--- src/rtl/mdl_bdoscrgen_pkg.sv ---
// mdl_bdoscrgen_pkg: shared FSM states, tap selects and checksum width for the BDO scrambler
package mdl_bdoscrgen_pkg;
  typedef enum logic [1:0] {
    IDLE = 2'd0,
    DATA = 2'd1,
    CSUM = 2'd2,
    FIN  = 2'd3
  } state_t;
  localparam logic [1:0] TAP_B7 = 2'b00;
  localparam logic [1:0] TAP_B6 = 2'b01;
  localparam logic [1:0] TAP_B5 = 2'b10;
  localparam logic [1:0] TAP_B4 = 2'b11;
  localparam int CSUM_W = 8;
  function automatic logic [2:0] tap_idx(input logic [1:0] sel);
    case (sel)
      TAP_B7: tap_idx = 3'd7;
      TAP_B6: tap_idx = 3'd6;
      TAP_B5: tap_idx = 3'd5;
      TAP_B4: tap_idx = 3'd4;
    endcase
  endfunction
endpackage

--- src/rtl/mdl_bdocsum.sv ---
// mdl_bdocsum: serial end-around-carry checksum accumulator with LSB-first shift-out
module mdl_bdocsum
  import mdl_bdoscrgen_pkg::*;
(
  input  logic i_MCLK,
  input  logic i_SYS_RST,
  input  logic i_CLR,
  input  logic i_EN,
  input  logic i_SHIFT,
  input  logic i_BIT,
  output logic o_LSB
);
  logic [CSUM_W-1:0] acc;
  logic carry;
  logic sum;
  assign sum = i_BIT ^ acc[0] ^ carry;
  assign o_LSB = acc[0];
  // Carry persists across byte boundaries so the byte-7 carry wraps into the next byte's bit 0
  always_ff @(posedge i_MCLK) begin
    if (i_SYS_RST || i_CLR) begin
      acc <= '0;
      carry <= 1'b0;
    end else if (i_EN) begin
      acc <= {sum, acc[CSUM_W-1:1]};
      carry <= (i_BIT & acc[0]) | (carry & (i_BIT ^ acc[0]));
    end else if (i_SHIFT) begin
      acc <= {1'b0, acc[CSUM_W-1:1]};
    end
  end
endmodule

--- src/rtl/mdl_bdoscrgen.sv ---
// mdl_bdoscrgen: bubble data output page serialiser with mask scrambling; checksum tail under BDOSCR_CHECKSUM_EN
module mdl_bdoscrgen
  import mdl_bdoscrgen_pkg::*;
#(
  parameter int PAGE_BITS = 512
) (
  input  logic       i_MCLK,
  input  logic       i_SYS_RST,
  input  logic       i_CLK2M_PCEN_n,
  input  logic       i_PAGE_START,
  input  logic       i_BOOT,
  input  logic       i_SCR_EN,
  input  logic [1:0] i_PG_SEL,
  input  logic [7:0] i_SEED,
  input  logic       i_BIT_TICK,
  input  logic       i_DATA,
  output logic       o_DATA_RD,
  output logic       o_BDO,
  output logic       o_BDO_EN,
  output logic       o_BUSY,
  output logic       o_DONE
);
  localparam int CW = $clog2(PAGE_BITS);
  state_t state;
  state_t nxt;
  state_t after_data;
  logic [CW-1:0] cnt;
  logic [7:0] mask;
  logic [2:0] tap;
  logic boot;
  logic scr_en;
  logic ce;
  logic start;
  logic data_tick;
  logic last_data;
  logic csum_done;
  logic data_bit;
  logic out_bit;
  logic emit;
  assign ce = ~i_CLK2M_PCEN_n;
  assign start = ce & i_PAGE_START;
  assign data_tick = ce & i_BIT_TICK & (state == DATA);
  assign last_data = cnt == CW'(PAGE_BITS - 1);
  assign data_bit = i_DATA ^ (mask[tap] & ~boot & scr_en);
`ifdef BDOSCR_CHECKSUM_EN
  logic csum_tick;
  logic csum_lsb;
  assign csum_tick = ce & i_BIT_TICK & (state == CSUM);
  assign csum_done = csum_tick & (cnt[2:0] == 3'd7);
  assign after_data = boot ? CSUM : FIN;
  assign out_bit = state == CSUM ? csum_lsb : data_bit;
  assign emit = (data_tick | csum_tick) & ~start;
  mdl_bdocsum u_csum (
    .i_MCLK    (i_MCLK),
    .i_SYS_RST (i_SYS_RST),
    .i_CLR     (start),
    .i_EN      (data_tick & boot & ~start),
    .i_SHIFT   (csum_tick & ~start),
    .i_BIT     (i_DATA),
    .o_LSB     (csum_lsb)
  );
`else
  assign csum_done = 1'b1;
  assign after_data = FIN;
  assign out_bit = data_bit;
  assign emit = data_tick & ~start;
`endif
  // State register; reset wins over the clock enable
  always_ff @(posedge i_MCLK) begin
    if (i_SYS_RST) state <= IDLE;
    else state <= nxt;
  end
  // Next state; a start pulse restarts from any state, including the FIN cycle
  always_comb begin
    nxt = start ? DATA :
          ~ce ? state :
          (state == IDLE || state == FIN) ? IDLE :
          state == DATA ? ((data_tick && last_data) ? after_data : DATA) :
          (csum_done ? FIN : CSUM);
  end
  // Outputs decoded from the current state
  always_comb begin
    o_DATA_RD = data_tick;
    o_BUSY = state != IDLE;
    o_DONE = state == FIN;
  end
  // Page setup, mask rotation, bit counting and the registered output bit
  always_ff @(posedge i_MCLK) begin
    if (i_SYS_RST) begin
      mask <= '0;
      boot <= 1'b0;
      scr_en <= 1'b0;
      tap <= 3'd7;
      cnt <= '0;
      o_BDO <= 1'b0;
      o_BDO_EN <= 1'b0;
    end else if (ce) begin
      o_BDO_EN <= emit;
      if (emit) o_BDO <= out_bit;
      if (start) begin
        boot <= i_BOOT;
        scr_en <= i_SCR_EN;
        tap <= tap_idx(i_PG_SEL);
        mask <= i_SEED;
        cnt <= '0;
      end else if (data_tick) begin
        mask <= {mask[0], mask[7:1]};
        cnt <= last_data ? '0 : cnt + CW'(1);
      end
`ifdef BDOSCR_CHECKSUM_EN
      else if (csum_tick) cnt <= cnt + CW'(1);
`endif
    end
  end
endmodule

--- config.mk ---
export PLATFORM = sky130hd
export DESIGN_NAME = mdl_bdoscrgen
export DESIGN_NICKNAME = d
export VERILOG_FILES = /design/src/rtl/mdl_bdoscrgen_pkg.sv /design/src/rtl/mdl_bdocsum.sv /design/src/rtl/mdl_bdoscrgen.sv
export SDC_FILE = /design/constraint.sdc
export NUM_CORES = 1
export LEC_CHECK = 0
export CAP_MARGIN = 30
export CORE_AREA = 2 2 54 56
export DETAILED_ROUTE_END_ITERATION = 16
export DIE_AREA = 0 0 56 58
export PLACE_DENSITY = 0.74
export REMOVE_ABC_BUFFERS = 1
export SYNTH_ARGS = -nofsm -noshare
export SYNTH_HDL_FRONTEND = slang
export SYNTH_HIERARCHICAL = 1
export SYNTH_SLANG_ARGS = --single-unit
export TNS_END_PERCENT = 1
--- constraint.sdc ---
create_clock -name i_MCLK -period 5.79 [get_ports i_MCLK]
set_clock_uncertainty 0.15 [all_clocks]
set_input_delay 1.158 -clock i_MCLK [delete_from_list [all_inputs] [get_ports i_MCLK]]
set_output_delay 1.158 -clock i_MCLK [all_outputs]
set_load 0.01 [all_outputs]
# After elaboration in Yosys (flattened, before gate mapping)

Index checks and enable logic that the tools add are counted.

Register bits: 26
Input port bits: 18
Output and inout bits: 5
Word-level logic and storage cells: 51

Add/sub/neg operators: 1
Order comparisons: 1
Eq/ne operators: 7
Multiplexer cells: 13
Bitwise gates (word level): 10
Reduce and logical (&&, ||, !) cells: 10

Operator list:

| kind                                                                          | count |
|---|---|
| 9-bit two-way mux                                                             | 3 |
| 8-bit two-way mux                                                             | 2 |
| 3-bit case mux with 4 select lines                                            | 1 |
| 9-bit by 1-bit adder with 9-bit output (second input constant)                | 1 |
| 9-bit == test (second input constant)                                         | 1 |
| 1-bit bitwise AND                                                             | 6 |
| 2-bit == test (second input constant)                                         | 3 |
| 2-bit two-way mux                                                             | 3 |
| 2-bit AND reduction                                                           | 3 |
| 2-bit by 1-bit == test with 1-bit output (second input constant)              | 2 |
| 2-bit zero test                                                               | 2 |
| 3-bit by 4-bit less-than comparator with 1-bit output (second input constant) | 1 |
| 2-bit nonzero test                                                            | 2 |
| 1-bit binary-select mux with 3-bit select                                     | 1 |
| 1-bit two-way mux                                                             | 3 |
| 1-bit inverter                                                                | 3 |
| 2-bit by 1-bit != test with 1-bit output (second input constant)              | 1 |
| 2-bit OR reduction                                                            | 1 |
| 1-bit logical AND                                                             | 1 |
| 1-bit logical OR                                                              | 1 |
| 1-bit XOR                                                                     | 1 |

# Depth between registers and ports, before layout

Word-level depth: 9
Mapped depth: 9
Gate-level depth less buffers: 9

# Least setup slack after synthesis

Ideal clock, no wire load.

Path type: input to output
From: input i_CLK2M_PCEN_n
To: output o_DATA_RD
Data arrival time: 1.656 ns
Required time: 4.482 ns
Slack: 2.826 ns
Stages on the path: 3
Buffers on the path: 2
Path through: buf_6 -> clkbuf_1 -> nor2b_1

Longest elaborated chain between the ends: 3

RTL lines:

| what                           | line                | RTL |
|---|---|---|
| start, declared                | mdl_bdoscrgen.sv:9  | `input logic i_CLK2M_PCEN_n,` |
| 1-bit inverter (no line)       | n/a                 |  |
| 1-bit bitwise AND (2 in a row) | mdl_bdoscrgen.sv:42 | `assign data_tick = ce & i_BIT_TICK & (state == DATA);` |
| end, declared                  | mdl_bdoscrgen.sv:17 | `output logic o_DATA_RD,` |

Every way passes these cells.

# Final worst setup path

From: input i_BIT_TICK
To: output o_DATA_RD

Longest elaborated chain between the ends: 2

RTL lines:

| what                           | line                | RTL |
|---|---|---|
| start, declared                | mdl_bdoscrgen.sv:15 | `input logic i_BIT_TICK,` |
| 1-bit bitwise AND (2 in a row) | mdl_bdoscrgen.sv:42 |  |

Every way passes these cells.

==> impl_metrics.ini <==
[sta]
max_slew_margin_pct = 40.95
timing.final.crit_period_ps = 4020
finalSetupViolations = 0
period_share_pct = 69.43
setup_tns_ps = 0
worst_slew_pin_slew_ps = 883.0
clock.fmax_ghz = 0.2488
slew_viol_final = 0
hold_slack_ps = 328.6
finalHoldViolations = 0
grt_setup_unrepaired = false

[finish]
mostFrequentLayoutCells = dfxtp_1, clkdlybuf4s50_1, nand2_1, a21oi_1, nor2_1
drive_gt1_share_pct = 5.202
utilization_pct = 57.33
nets = 197
n_antenna_cell = 0
final_cell_area_sq_um = 1526
layout_commonest_cell = dfxtp_1
syn2layout_area_growth_pct = 17.99

[synth]
synth_edf_count = 0
syn_area_per_cell_sq_um = 8.240
synth_top_family_by_area = simple AND/OR/NAND/NOR gates
ys_warn_count = 6
yosysTopAreaCell = dfxtp_1
yosys.area_share.xor_xnor_pct = 0.6770
ys.flop_type = dfxtp_1
async_flop_share_pct = 0
synthMuxAreaShare_pct = 3.095
synth-simple-area-share_pct = 27.56
synthDistinctLibCells = 38
ys_seq_elements = 25
syn-instance-count = 157
synth_top_area_share_pct = 38.68
synth_fa_ha_area_share_pct = 4.836
synthTopCellsByArea = dfxtp_1, a21oi_1, nand2_1
synth_compound_area_share_pct = 19.34
syn_area_sq_um = 1294
ys_seq_area_share_pct = 38.68

[setup_path]
cp-end-kind = primary output
path_cells = clkdlybuf4s50_1 -> and2_1 -> nor2b_1 -> clkdlybuf4s50_1
reg2reg_slack_ps = 3410
crit_arrival_ps = 2710
cpMostUsedCell = clkdlybuf4s50_1
critPathLaunchType = input port
crit_type = input port to primary output
cpLargestDelayFamily = buffers and inverters
slowest_delay_ps = 600
worstPathMaxFanout = 8
reg2reg_depth = 8
r2r-start = cnt[0]$_SDFFE_PP0P_
cp.buffers_inverters = 2
worstReg2RegEnd = cnt[6]$_SDFFE_PP0P_
cp.required_ps = 4480
slowest_stage = clkdlybuf4s50_1

[routing]
wire_per_inst_um = 12.17
dr_total_vias = 1133
postRouteAntennaNets = 0
drt-initial-drc-count = 42
drc = 0
drt-total-wl_um = 2482
via_per_inst = 5.554
first_pass_iters = 4

[floorplan]
die_h_um = 58
num_rows = 19
num_io_pins = 23
die_x_um = 56
initial_core_util_pct = 48.59
die_area_sq_um = 3248
core_sq_um = 2663

[place]
place.gp.congestion = 0.7936
dpl_cell_area_sq_um = 1496
io_buffer_count = 22
dpl.hpwl_um = 1827

[clock_tree]
cts_hold_buf = 0
htree_levels = 1
ctsResizeCount = 0
cts_root_buf = clkbuf_4
numCtsBuffers = 3
cts_setup_buffers = 0
path_clk_slew_ps = 130
clock_path_buffers = 2
cts_tree = built
cts.sinks = 25
worstSkewPairLatency_ps = 320

[min_path]
min_from = mask[2]$_SDFFE_PP0P_
hold_class = flop to flop
hold_end = mask[2]$_SDFFE_PP0P_
whs_path_depth = 2

[power_and_ir_drop]
p_per_area_nw_per_um2 = 199.4
p_leak_nw = 0.5869
vdd_drop_max_uv = 134.3

[flow_run]
maxCapViolCount = 0

[grt]
overflow = 0
antenna_found_initial = 0
grt_usage_pct = 16.45
grt_max_degree = 26
first_global_vias = 1044
grt_pass1_wl_um = 4402

[outcome]
status = completed
[per-layer routing]
metal,share of wire (%),wire [um],up-vias,GRT usage [%]
met5,0,0,-,0
li1,-,-,587,-
met2,50,1231,21,28.57
met4,0.68,17,0,5.102
met1,47,1167,523,21.51
met3,2.7,66,2,2.009
[Yosys cell counts, types with 2 or more instances]
| cell | instances |
|---|---|
| dfxtp_1 | 25 |
| nand4b_1 | 4 |
| a21o_1 | 4 |
| buf_2 | 3 |
| a22oi_1 | 2 |
| nor2_1 | 16 |
| o21ai_0 | 2 |
| nand3b_1 | 6 |
| and3_1 | 3 |
| ha_1 | 5 |
| mux2i_1 | 4 |
| buf_1 | 2 |
| a21oi_1 | 19 |
| buf_6 | 2 |
| clkbuf_1 | 3 |
| a31oi_1 | 3 |
| inv_1 | 5 |
| a211o_1 | 2 |
| nand2_1 | 20 |
| nand2b_1 | 5 |
| nand3_1 | 2 |
| nor3_1 | 4 |
[cell families (layout without fill, tap and decap cells)]
family | Yosys count | in the layout
AOI/OAI and AO/OA | 40 | 40
xor gates and xnor gates | 1 | 1
adders and majority gates | 5 | 5
buffers and inverters | 15 | 31
DFF | 25 | 25
muxes | 4 | 4
and+or+nand+nor | 67 | 67
[state kept, by name, summed over array words and instances, names as in the netlist]
| name | cells |
|---|---|
| mask | 8 |
| o_BDO | 1 |
| scr_en | 1 |
| state | 2 |
| tap | 2 |
| cnt | 9 |
| o_BDO_EN | 1 |
| boot | 1 |
[metrics by stage]
stage / power (W) / cells / setup slack (ps)
2_1_floorplan: 0.0002045 / 147 / 2929
3_3_place_gp: 0.0002276 / 200 / 1803
3_5_place_dp: 0.0002290 / 200 / 1765
4_1_cts: 0.0003086 / 204 / 1769
5_1_grt: 0.0003202 / 204 / 1675
6_report: 0.0003044 / 204 / 1770
[worst max path at each step]
stage               startpoint   endpoint  slack, ps  cells after the start
floorplan           i_BIT_TICK  o_DATA_RD       2930                      2
global placement    i_BIT_TICK  o_DATA_RD       1800                      4
detailed placement  i_BIT_TICK  o_DATA_RD       1760                      4
CTS                 i_BIT_TICK  o_DATA_RD       1770                      4
global route        i_BIT_TICK  o_DATA_RD       1670                      4
finish              i_BIT_TICK  o_DATA_RD       1770                      4
[cell type report]
class                           instances  area (sq um)
Sequential cell                        25         500.5
Fill cell                             252          1136
Clock buffer                            3         22.52
Clock inverter                          1         7.507
Tap cell                               31         38.79
Timing Repair Buffer                   22         220.2
Multi-Input combinational cell        117         718.2
Inverter                                5         18.77
[power by group]
part | leakage [nW] | internal (W) | switching, W | total [W]
clock | 0.0139 | 0.0000263 | 0.0000529 | 0.0000793
sequential | 0.203 | 0.000177 | 0.00000399 | 0.000181
combinational | 0.370 | 0.0000231 | 0.0000206 | 0.0000437
total | 0.587 | 0.000227 | 0.0000775 | 0.000304
[worst register-to-register path, cell delays in order (launching register included)]
cell and delay, ps:
dfxtp_1 380, ha_1 240, and3_1 220, and3_1 210
and3_1 190, ha_1 260, nor3_4 410, nand2b_1 100
a31oi_1 170
Power figures use the tool's default switching activity.
